[config.mk]
export PLATFORM = sky130hd
export DESIGN_NAME = addsub_seq
export DESIGN_NICKNAME = d
export VERILOG_FILES = /design/src/rtl/addsub_seq.sv
export SDC_FILE = /design/constraint.sdc
export NUM_CORES = 1
export LEC_CHECK = 0
export BUFFER_PORTS_ARGS = -buffer_cell sky130_fd_sc_hd__buf_2
export CORE_AREA = 3 3 78 80
export CTS_BUF_LIST = sky130_fd_sc_hd__clkbuf_2 sky130_fd_sc_hd__clkbuf_4 sky130_fd_sc_hd__clkbuf_8
export DETAILED_ROUTE_END_ITERATION = 10
export DIE_AREA = 0 0 81 83
export GPL_ROUTABILITY_DRIVEN = 0
export PLACE_DENSITY = 0.76
export SYNTH_ARGS = -nofsm -noshare
export SYNTH_HDL_FRONTEND = slang
export SYNTH_SLANG_ARGS = --single-unit
[constraint.sdc]
create_clock -name clk -period 2.9 [get_ports clk]
set_clock_uncertainty 0.15 [all_clocks]
set_input_delay 0.58 -clock clk [delete_from_list [all_inputs] [get_ports clk]]
set_output_delay 0.58 -clock clk [all_outputs]
set_load 0.05 [all_outputs]
[src/rtl/addsub_seq.sv]
// addsub_seq: multi-cycle adder/subtractor. A WIDTH-bit operand pair is
// processed CHUNK bits per cycle, LSB chunk first, with the ripple carry held
// in a register between chunks. Operands in and results out use valid/ready.
// Status flags: cout (1 = no borrow on subtract), ovf, zero, neg.
//
// Build option: define ADDSUB_SAT_EN to saturate the sum to the signed
// extreme on overflow. Without it the sum wraps modulo 2^WIDTH.
module addsub_seq #(
    parameter int WIDTH = 16,
    parameter int CHUNK = 4
) (
    input  logic             clk,
    input  logic             rst,
    input  logic             in_valid,
    output logic             in_ready,
    input  logic [WIDTH-1:0] a,
    input  logic [WIDTH-1:0] b,
    input  logic             op,
    output logic             out_valid,
    input  logic             out_ready,
    output logic [WIDTH-1:0] sum,
    output logic             cout,
    output logic             ovf,
    output logic             zero,
    output logic             neg
);

    localparam int N    = WIDTH / CHUNK;
    localparam int IDXW = (N > 1) ? $clog2(N) : 1;
    localparam logic [IDXW-1:0] LAST_IDX = IDXW'(N - 1);

    typedef enum logic [1:0] {
        IDLE,
        RUN,
        DONE
    } state_t;

    state_t state;
    state_t state_next;

    logic [WIDTH-1:0] a_q;
    logic [WIDTH-1:0] b_q;        // B already inverted when subtracting
    logic             carry;
    logic [IDXW-1:0]  idx;

    logic             accept;
    logic             last;
    logic [CHUNK-1:0] a_chunk;
    logic [CHUNK-1:0] b_chunk;
    logic [CHUNK-1:0] chunk_sum;
    logic             chunk_cout;
    logic             msb_cin;
    logic             ovf_raw;
    logic [WIDTH-1:0] sum_merged;
    logic [WIDTH-1:0] sum_final;

    assign accept = in_valid && in_ready;
    assign last   = (idx == LAST_IDX);

    // State register.
    always_ff @(posedge clk) begin
        // NOTE: sequential state uses non-blocking assignments so every
        // register samples its inputs from the same pre-edge values.
        if (rst) begin
            state <= IDLE;
        end else begin
            state <= state_next;
        end
    end

    // Next-state and handshake outputs.
    always_comb begin
        // NOTE: every output gets a default before the case, otherwise an
        // uncovered path would infer a latch.
        state_next = state;
        in_ready   = 1'b0;
        out_valid  = 1'b0;
        case (state)
            IDLE: begin
                in_ready = !rst;
                if (in_valid && !rst) begin
                    state_next = RUN;
                end
            end
            RUN: begin
                if (last) begin
                    state_next = DONE;
                end
            end
            DONE: begin
                out_valid = 1'b1;
                if (out_ready) begin
                    state_next = IDLE;
                end
            end
            default: state_next = IDLE;
        endcase
    end

    // One chunk of the ripple add, merged into the running sum; on the last
    // chunk also derive overflow and (optionally) the saturated result.
    always_comb begin
        a_chunk = a_q[int'(idx) * CHUNK +: CHUNK];
        b_chunk = b_q[int'(idx) * CHUNK +: CHUNK];
        {chunk_cout, chunk_sum} = {1'b0, a_chunk} + {1'b0, b_chunk}
                                + {{CHUNK{1'b0}}, carry};
        // Carry into the top bit of this chunk, recovered from the sum bit.
        msb_cin = a_chunk[CHUNK-1] ^ b_chunk[CHUNK-1] ^ chunk_sum[CHUNK-1];
        ovf_raw = msb_cin ^ chunk_cout;
        sum_merged = sum;
        sum_merged[int'(idx) * CHUNK +: CHUNK] = chunk_sum;
        sum_final = sum_merged;
`ifdef ADDSUB_SAT_EN
        // A wrapped negative result means the true result was positive.
        if (last && ovf_raw) begin
            sum_final = sum_merged[WIDTH-1] ? {1'b0, {(WIDTH-1){1'b1}}}
                                            : {1'b1, {(WIDTH-1){1'b0}}};
        end
`endif
    end

    // Operand capture on accept.
    always_ff @(posedge clk) begin
        // NOTE: operand registers have no reset; they are always loaded on
        // accept before RUN reads them, so their power-up value never matters.
        if (accept) begin
            a_q <= a;
            b_q <= op ? ~b : b;
        end
    end

    // Carry, chunk index, result and flags.
    always_ff @(posedge clk) begin
        if (rst) begin
            carry <= 1'b0;
            idx   <= '0;
            sum   <= '0;
            cout  <= 1'b0;
            ovf   <= 1'b0;
            zero  <= 1'b0;
            neg   <= 1'b0;
        end else if (accept) begin
            carry <= op;
            idx   <= '0;
        end else if (state == RUN) begin
            sum   <= sum_final;
            carry <= chunk_cout;
            idx   <= idx + IDXW'(1);
            if (last) begin
                cout <= chunk_cout;
                ovf  <= ovf_raw;
                zero <= (sum_final == '0);
                neg  <= sum_final[WIDTH-1];
            end
        end
    end

endmodule

Word-level counts from Yosys, hierarchy flattened --
Index checks and enable logic that the tools add are counted.
Storage, ports and cells: word-level logic and storage cells 49, input bits 37, register bits 57
Cells by class: reductions and logical operators 10, equality and inequality tests 6, bitwise operators 5, add/sub/neg operators 4, muxes and demuxes 10, shift-type cells 4
Operator list (count):
- $neg 4->33 | 1
- $shift 4x33->16 const A | 1
- $shiftx 4x33->16 | 1
- $shiftx 16x5->4 | 2
- $bwmux 16 | 1
- $logic_not 16->1 | 1
- $mux 16 | 1
- $not 16->16 | 1
- $mux 2 | 3
- $ne 2x2->1 const B | 3
- $pmux 2 s3 | 1
- $reduce_and 3->1 | 2
- $add 4x4->5 | 1
- $add 5x1->5 | 1
- $eq 2x2->1 const B | 2
- $mux 1 | 4
- $xor 1x1->1 | 3
- $add 2x1->2 const B | 1
- $eq 2x1->1 const B | 1
- $logic_and 1x1->1 | 2
- $logic_not 2->1 | 1
- $reduce_and 2->1 | 1
- $reduce_bool 2->1 | 1
- $reduce_or 2->1 | 1
- 2 further kinds | 2

Longest topological paths before layout --
Gate-level depths: netlist of run 1.
depth in word-level cells 6, gate-level depth with buffers 11, mapped depth without buffers 9

Worst setup path after synthesis of run 1 --
Ideal clock, no wire load.
path type input to register, start input port rst, end register a_q[0] (enable), cell stages on the path 4, path slack -0.159 ns, data required time 2.375 ns, buffers on the path 2, library setup time 0.375 ns, arrival time 2.533 ns, path through buf_2 -> nor3_1 -> and2_1 -> buf_2
Between the ends: cells in the longest elaborated chain, start to end 3
RTL lines:
- from (decl) | line 13 | input logic rst,
- $logic_not 1->1 | line 80 | in_ready = !rst;
- $mux 1 | line 78 | case (state)
- named net in_ready | line 15 | output logic in_ready,
- $logic_and 1x1->1 | line 57 | assign accept = in_valid && in_ready;
- named net accept | line 46 | logic accept;
- to (signal assigned) | line 127 | a_q <= a;
- to (decl) | line 41 | logic [WIDTH-1:0] a_q;
The timed path passes the listed nets, and every way through them passes these cells. A chain may end at the register's enable or synchronous reset.

Worst setup path in the final report of run 1 --
start register idx[0], end register sum[1]
Between the ends: cells in the longest elaborated chain, start to end 5
RTL lines:
- from (decl) | line 44 | logic [IDXW-1:0] idx;
- from (signal assigned) | line 148 | idx <= idx + IDXW'(1);
- $shiftx 16x5->4 (on tied branches) | line 103, 104
- $add 4x4->5 | line 105 | {chunk_cout, chunk_sum} = {1'b0, a_chunk} + {1'b0, b_chunk}
- $add 5x1->5 | line 106 | + {{CHUNK{1'b0}}, carry};
- $shiftx 4x33->16 | line 111 | sum_merged[int'(idx) * CHUNK +: CHUNK] = chunk_sum;
- $bwmux 16 * | line 111
- to (signal assigned) | line 146 | sum <= sum_final;
- to (decl) | line 21 | output logic [WIDTH-1:0] sum,
Mark *: on every way between the ends. The rest lies on a longest branch, timed or not.

==> impl_metrics.env, run 1 <==
export IMPL_finalSetupTns_ps=0
export IMPL_seq_area_frac_synth=0.5373
export IMPL_fin_ws_ps=144.0
export IMPL_hpwl_microns=3822
export IMPL_wire_per_inst_microns=14.68
export IMPL_cts_sinks=57
export IMPL_path_delay_family="adder cells"
export IMPL_drc_errors=0
export IMPL_ff2ff_setup_slack_ps=140
export IMPL_clock_path_buffers=2
export IMPL_syn_nets=263
export IMPL_setup_viol=0
export IMPL_syn_inst=215
export IMPL_final_cell_mix="58 x buf_2, 32 x edfxtp_1, 27 x nor2_1, 24 x dfxtp_1, 17 x xor2_1"
export IMPL_rows=27
export IMPL_critPathLaunchType="flip-flop"
export IMPL_finalWorstPathRequiredPeriod_ps=2756
export IMPL_finalMaxSlewViolations=0
export IMPL_synth_xor_area_frac=0.06440
export IMPL_netlist_area_sq_um=2720
export IMPL_htreeDepth=3
export IMPL_post_cts_buffers=0
export IMPL_maxCapViolations=0
export IMPL_fmax_mhz=362.8
export IMPL_fill_cells=476
export IMPL_layout_drive_gt1_share=0.3582
export IMPL_design_area_sq_um=3283
export IMPL_ant_nets=0
export IMPL_tightestPinTransition_ps=490.7
export IMPL_grt_pass1_wl_microns=8997
export IMPL_insertion_delay_ps=330
export IMPL_path_clk_slew_ps=60
export IMPL_grt_pass1_vias=1931
export IMPL_antenna_found_initial=0
export IMPL_r2r_start="idx[0]"
export IMPL_cts_resized_gates=0
export IMPL_final_common_cell="buf_2"
export IMPL_synth_cell_types=44
export IMPL_syn_avg_cell_area_sq_um=12.65
export IMPL_wl_microns=5197
export IMPL_p_leak_nw=1.316
export IMPL_die_y_microns=83
export IMPL_insertedDiodeCount=0
export IMPL_path_class="reg2reg"
export IMPL_critical_path_slowest_cell="mux4_2"
export IMPL_die_w_microns=81
export IMPL_coreArea_sq_um=5473
export IMPL_numPortBuffers=58
export IMPL_hold_viol_final=0
export IMPL_via_count=1892
export IMPL_die_area_sq_um=6723
export IMPL_cts_tree="built"
export IMPL_first_iter_violations=96
export IMPL_numCtsBuffers=9
export IMPL_min_delay_start="a[6]"
export IMPL_grt_max_degree=29
export IMPL_vdd_drop_max_v=0.0004242
export IMPL_critPathArrivalTime_ps=2840
export IMPL_min_path_cells=1
export IMPL_cts_hold_fix_buffers=0
export IMPL_cp_common_cell="fa_1"
export IMPL_synth_seq_cells=57
export IMPL_yosys_warnings=0
export IMPL_whs_endpoint="a_q[6]"
export IMPL_io_pins=59
export IMPL_yosys_most_used_dff="edfxtp_1"
export IMPL_power_density_nw_per_um2=594.4
export IMPL_status="finished, final reports clean"
export IMPL_synth_edff_count=32
export IMPL_fin_crit_sh=0.9503
export IMPL_layout_nets=325
export IMPL_path_max_fanout=4
export IMPL_dpl_worst_slack_ps=135.9
export IMPL_synthMuxAreaShare=0.07728
export IMPL_ys_async_sr_fraction=0
export IMPL_synth_top_family_by_area="simple AND/OR/NAND/NOR gates"
export IMPL_cp_end_kind="flip-flop"
export IMPL_rsz0062_at_grt="false"
export IMPL_slew_headroom=0.6728
export IMPL_syn_to_final_growth_pct=20.70
export IMPL_slowest_delay_ps=520
export IMPL_drt_pre_antenna_iters=4
export IMPL_track_usage=0.1755
export IMPL_reg2regPathDepth=7
export IMPL_synthAdderAreaFrac=0.05612
export IMPL_cp_num_buf_inv=1
export IMPL_path_depth=7
export IMPL_root_buffer="clkbuf_8"
export IMPL_vias_per_cell=5.345
export IMPL_r2r_end="sum[1]"
export IMPL_hold_path_class="in2reg"
export IMPL_synth_compound_area_frac=0.09660
export IMPL_crit_chain="mux4_2 -> fa_1 -> inv_1 -> fa_1 -> nor4b_2 -> mux2i_1 -> a211oi_1"
export IMPL_required_ps=2980
export IMPL_synthSimpleGateAreaFrac=0.1293
export IMPL_overflow=0
export IMPL_place_area_sq_um=3098
export IMPL_initial_core_util=0.4970
-- metrics by stage --
| step | instances | util | power, W | hold slack, ps |
|---|---|---|---|---|
| final | 354 | 0.5999 | 0.001952 | 269.5 |
| after global routing | 354 | 0.5999 | 0.002053 | 248.0 |
| after CTS | 354 | 0.5999 | 0.001974 | 253.6 |
| after detailed placement | 338 | 0.5661 | 0.001285 | 333.1 |
| after global placement | 338 | 0.5661 | 0.001279 | 326.8 |
| after floorplan | 215 | - | 0.001188 | 342.3 |
-- area by class of cell --
class	count	area (sq um)	share of cell area
Sequential cell	57	1463	0.4455
Multi-Input combinational cell	136	1164	0.3544
Timing Repair Buffer	64	347.8	0.1059
Clock buffer	9	123.9	0.03773
Tap cell	72	90.09	0.02744
Clock inverter	7	61.31	0.01867
Inverter	9	33.78	0.01029
-- Yosys cell counts, drive strengths merged (2+ instances only) --
cell type	n	area share
dfxtp	25	0.18
buf	10	0.023
xnor2	3	0.0097
a211oi	3	0.0083
a21oi	6	0.014
xor2	17	0.055
a22oi	7	0.019
nand2b	2	0.0046
nand2	7	0.0097
mux4	8	0.066
nor4b	3	0.017
nor3	7	0.015
inv	9	0.012
ha	9	0.041
nor2b	2	0.0046
and4bb	2	0.011
a32oi	9	0.029
nand3b	3	0.0083
fa	2	0.015
mux2i	3	0.011
a21o	2	0.0055
nor4	3	0.0092
o22ai	2	0.0046
edfxtp	32	0.35
nor2	27	0.037
clkbuf	3	0.0041
-- kinds of logic (layout without fill, tap and decap cells) --
logic type	Yosys count	in the layout
mux	11	11
compound gates	34	34
fa+ha+maj	11	11
simple gates	60	60
flops	57	57
xor+xnor	20	20
buf+inv	22	89
-- state kept, by name (all words and copies together), names as in the netlist --
name	count
ovf	1
cout	1
sum	16
zero	1
idx	2
carry	1
neg	1
state	2
b_q	16
a_q	16
-- metal layers --
layer,track usage,part of all wire,wire (microns),vias to the layer above
met5,0,0,0,-
met4,0.08909,0.028,143,0
met3,0.04447,0.059,306,12
met2,0.2845,0.50,2618,64
met1,0.2125,0.41,2129,897
li1,-,-,-,919
-- worst reg2reg max path, stage by stage (launching register included) --
cell and delay (ps):
dfxtp_2 360, mux4_2 520, fa_1 420, inv_1 90
fa_1 490, nor4b_2 230, mux2i_1 130, a211oi_1 270
-- worst max-delay path by stage --
stage,start,endpoint,slack [ps]
global placement,idx[0],zero,190
finish,idx[0],sum[1],140
CTS,idx[0],sum[1],110
global route,idx[0],sum[1],4
detailed placement,idx[0],sum[1],140
floorplan,idx[0],zero,20
-- report_power, final --
part	switching [W]	internal [W]
Sequential	0.0000153	0.000891
Clock	0.000298	0.000386
Combinational	0.000209	0.000152
Power figures use the tool's default switching activity.
==> run 2: changes to the inputs <==
--- a/config.mk
+++ b/config.mk
@@ -7,11 +7,11 @@
 export LEC_CHECK = 0
 export BUFFER_PORTS_ARGS = -buffer_cell sky130_fd_sc_hd__buf_2
 export CORE_AREA = 3 3 78 80
-export CTS_BUF_LIST = sky130_fd_sc_hd__clkbuf_2 sky130_fd_sc_hd__clkbuf_4 sky130_fd_sc_hd__clkbuf_8
+export CTS_BUF_LIST = sky130_fd_sc_hd__clkbuf_8 sky130_fd_sc_hd__clkbuf_16
 export DETAILED_ROUTE_END_ITERATION = 10
 export DIE_AREA = 0 0 81 83
 export GPL_ROUTABILITY_DRIVEN = 0
-export PLACE_DENSITY = 0.76
+export PLACE_DENSITY = 0.73
 export SYNTH_ARGS = -nofsm -noshare
 export SYNTH_HDL_FRONTEND = slang
 export SYNTH_SLANG_ARGS = --single-unit
==> constraint.sdc (replaced) <==
create_clock -name clk -period 2.8 [get_ports clk]
set_clock_uncertainty 0.15 [all_clocks]
set_input_delay 0.56 -clock clk [delete_from_list [all_inputs] [get_ports clk]]
set_output_delay 0.56 -clock clk [all_outputs]
set_load 0.05 [all_outputs]
==> run 2 against run 1 <==
Via count shrank 3.3%. Final area rose by 1.1%. First-iteration DRC count increased by 1.0%. Critical path type unchanged. Critical endpoint is now zero. Largest power group unchanged.
==> impl_metrics.env, run 2 (same netlist as run 1, synthesis figures left out) <==
export IMPL_track_usage=0.1675
export IMPL_overflow=0
export IMPL_drt_pre_antenna_iters=5
export IMPL_grt_max_degree=29
export IMPL_ant_nets=0
export IMPL_setup_viol=0
export IMPL_ff_latch_area_sq_um=1463
export IMPL_cp_num_buf_inv=1
export IMPL_fin_crit_sh=0.9444
export IMPL_p_leak_nw=1.329
export IMPL_rsz0062_at_grt="false"
export IMPL_die_y_microns=83
export IMPL_layout_nets=325
export IMPL_htreeDepth=3
export IMPL_hold_viol_final=0
export IMPL_layout_drive_gt1_share=0.3652
export IMPL_min_path_cells=1
export IMPL_syn_to_final_growth_pct=22.08
export IMPL_largestRegisters="a_q x16, b_q x16, sum x16"
export IMPL_vdd_drop_max_v=0.0004541
export IMPL_via_count=1829
export IMPL_reg2regPathDepth=8
export IMPL_path_clk_slew_ps=70
export IMPL_die_w_microns=81
export IMPL_postLayoutCoreUtil=0.6068
export IMPL_min_delay_start="a[14]"
export IMPL_final_common_cell="buf_2"
export IMPL_finalWorstPathRequiredPeriod_ps=2644
export IMPL_cp_common_cell="fa_2"
export IMPL_r2r_start="idx[0]"
export IMPL_clock_path_buffers=2
export IMPL_initial_core_util=0.4970
export IMPL_tightestPinTransition_ps=502.0
export IMPL_crit_chain="mux4_2 -> fa_2 -> inv_2 -> fa_2 -> nor4b_2 -> mux2i_1 -> nand4_1 -> o32ai_1"
export IMPL_drc_errors=0
export IMPL_slowest_delay_ps=530
export IMPL_rows=27
export IMPL_cp_end_kind="flip-flop"
export IMPL_critPathLaunchType="flip-flop"
export IMPL_slew_headroom=0.6653
export IMPL_power_density_nw_per_um2=645.9
export IMPL_required_ps=2860
export IMPL_insertion_delay_ps=340
export IMPL_vias_per_cell=5.167
export IMPL_ff2ff_setup_slack_ps=160
export IMPL_status="finished, final reports clean"
export IMPL_grt_pass1_wl_microns=8583
export IMPL_critical_path_slowest_cell="mux4_2"
export IMPL_fill_cells=488
export IMPL_wl_microns=5226
export IMPL_numPortBuffers=58
export IMPL_final_cell_mix="58 x buf_2, 32 x edfxtp_1, 27 x nor2_1, 24 x dfxtp_1, 17 x xor2_1"
export IMPL_whs_endpoint="a_q[14]"
export IMPL_finalMaxSlewViolations=0
export IMPL_numCtsBuffers=9
export IMPL_post_cts_buffers=0
export IMPL_first_iter_violations=97
export IMPL_cts_hold_fix_buffers=0
export IMPL_root_buffer="clkbuf_8"
export IMPL_path_class="reg2reg"
export IMPL_hpwl_microns=3763
export IMPL_finalPower_w=0.002145
export IMPL_coreArea_sq_um=5473
export IMPL_io_pins=59
export IMPL_critPathArrivalTime_ps=2700
export IMPL_antenna_found_initial=0
export IMPL_path_max_fanout=4
export IMPL_fmax_mhz=378.2
export IMPL_hold_path_class="in2reg"
export IMPL_multi_input_comb_area_sq_um=1177
export IMPL_grt_pass1_vias=1873
export IMPL_maxCapViolations=0
export IMPL_path_delay_family="adder cells"
export IMPL_insertedDiodeCount=0
export IMPL_cts_tree="built"
export IMPL_die_area_sq_um=6723
export IMPL_wire_per_inst_microns=14.76
export IMPL_r2r_end="zero"
export IMPL_cts_sinks=57
[run 2: area by class of cell]
type	instances	share of cell area
clock buffers	9	0.03730
clock inverters	7	0.02562
inverters	9	0.01017
multi-input cells	136	0.3546
flip-flops and latches	57	0.4405
well taps	72	0.02713
repair buffers	64	0.1047
[run 2: stage by stage]
stage	setup TNS, ps	std cells	worst slack, ps	cell area (sq um)	hold WS [ps]
final	0	354	155.6	3321	247.0
after global placement	0	338	171.1	3100	327.2
after detailed placement	0	338	121.8	3100	336.5
after floorplan	-15.23	215	-15.23	2743	342.3
after global routing	0	354	22.80	3321	231.3
after CTS	0	354	95.62	3309	227.8
[run 2: repair_timing]
action	CTS	global route
gates resized for setup	0	2
endpoints found under the setup margin	0	1
hold endpoints to repair	0	0
[run 2: metal layers]
layer	vias up	global-route usage	share of wire
li1	925	-	-
met1	832	0.2000	0.43
met2	59	0.2763	0.49
met3	13	0.04013	0.050
met4	0	0.08449	0.026
met5	-	0	0
[run 2: report_power, final]
group / switching [W] / leakage, nW / internal, W
registers: 0.0000155 / 0.499 / 0.000923
logic: 0.000222 / 0.726 / 0.000164
clock network: 0.000329 / 0.104 / 0.000491
[run 2: worst max-delay path by stage]
stage / startpoint / end / slack [ps] / cells after the start
2_1_floorplan: idx[0] / zero / -20 / 10
3_3_place_gp: idx[0] / zero / 170 / 8
3_5_place_dp: idx[0] / zero / 120 / 8
4_1_cts: idx[0] / zero / 100 / 8
5_1_grt: idx[0] / zero / 20 / 8
6_report: idx[0] / zero / 160 / 8
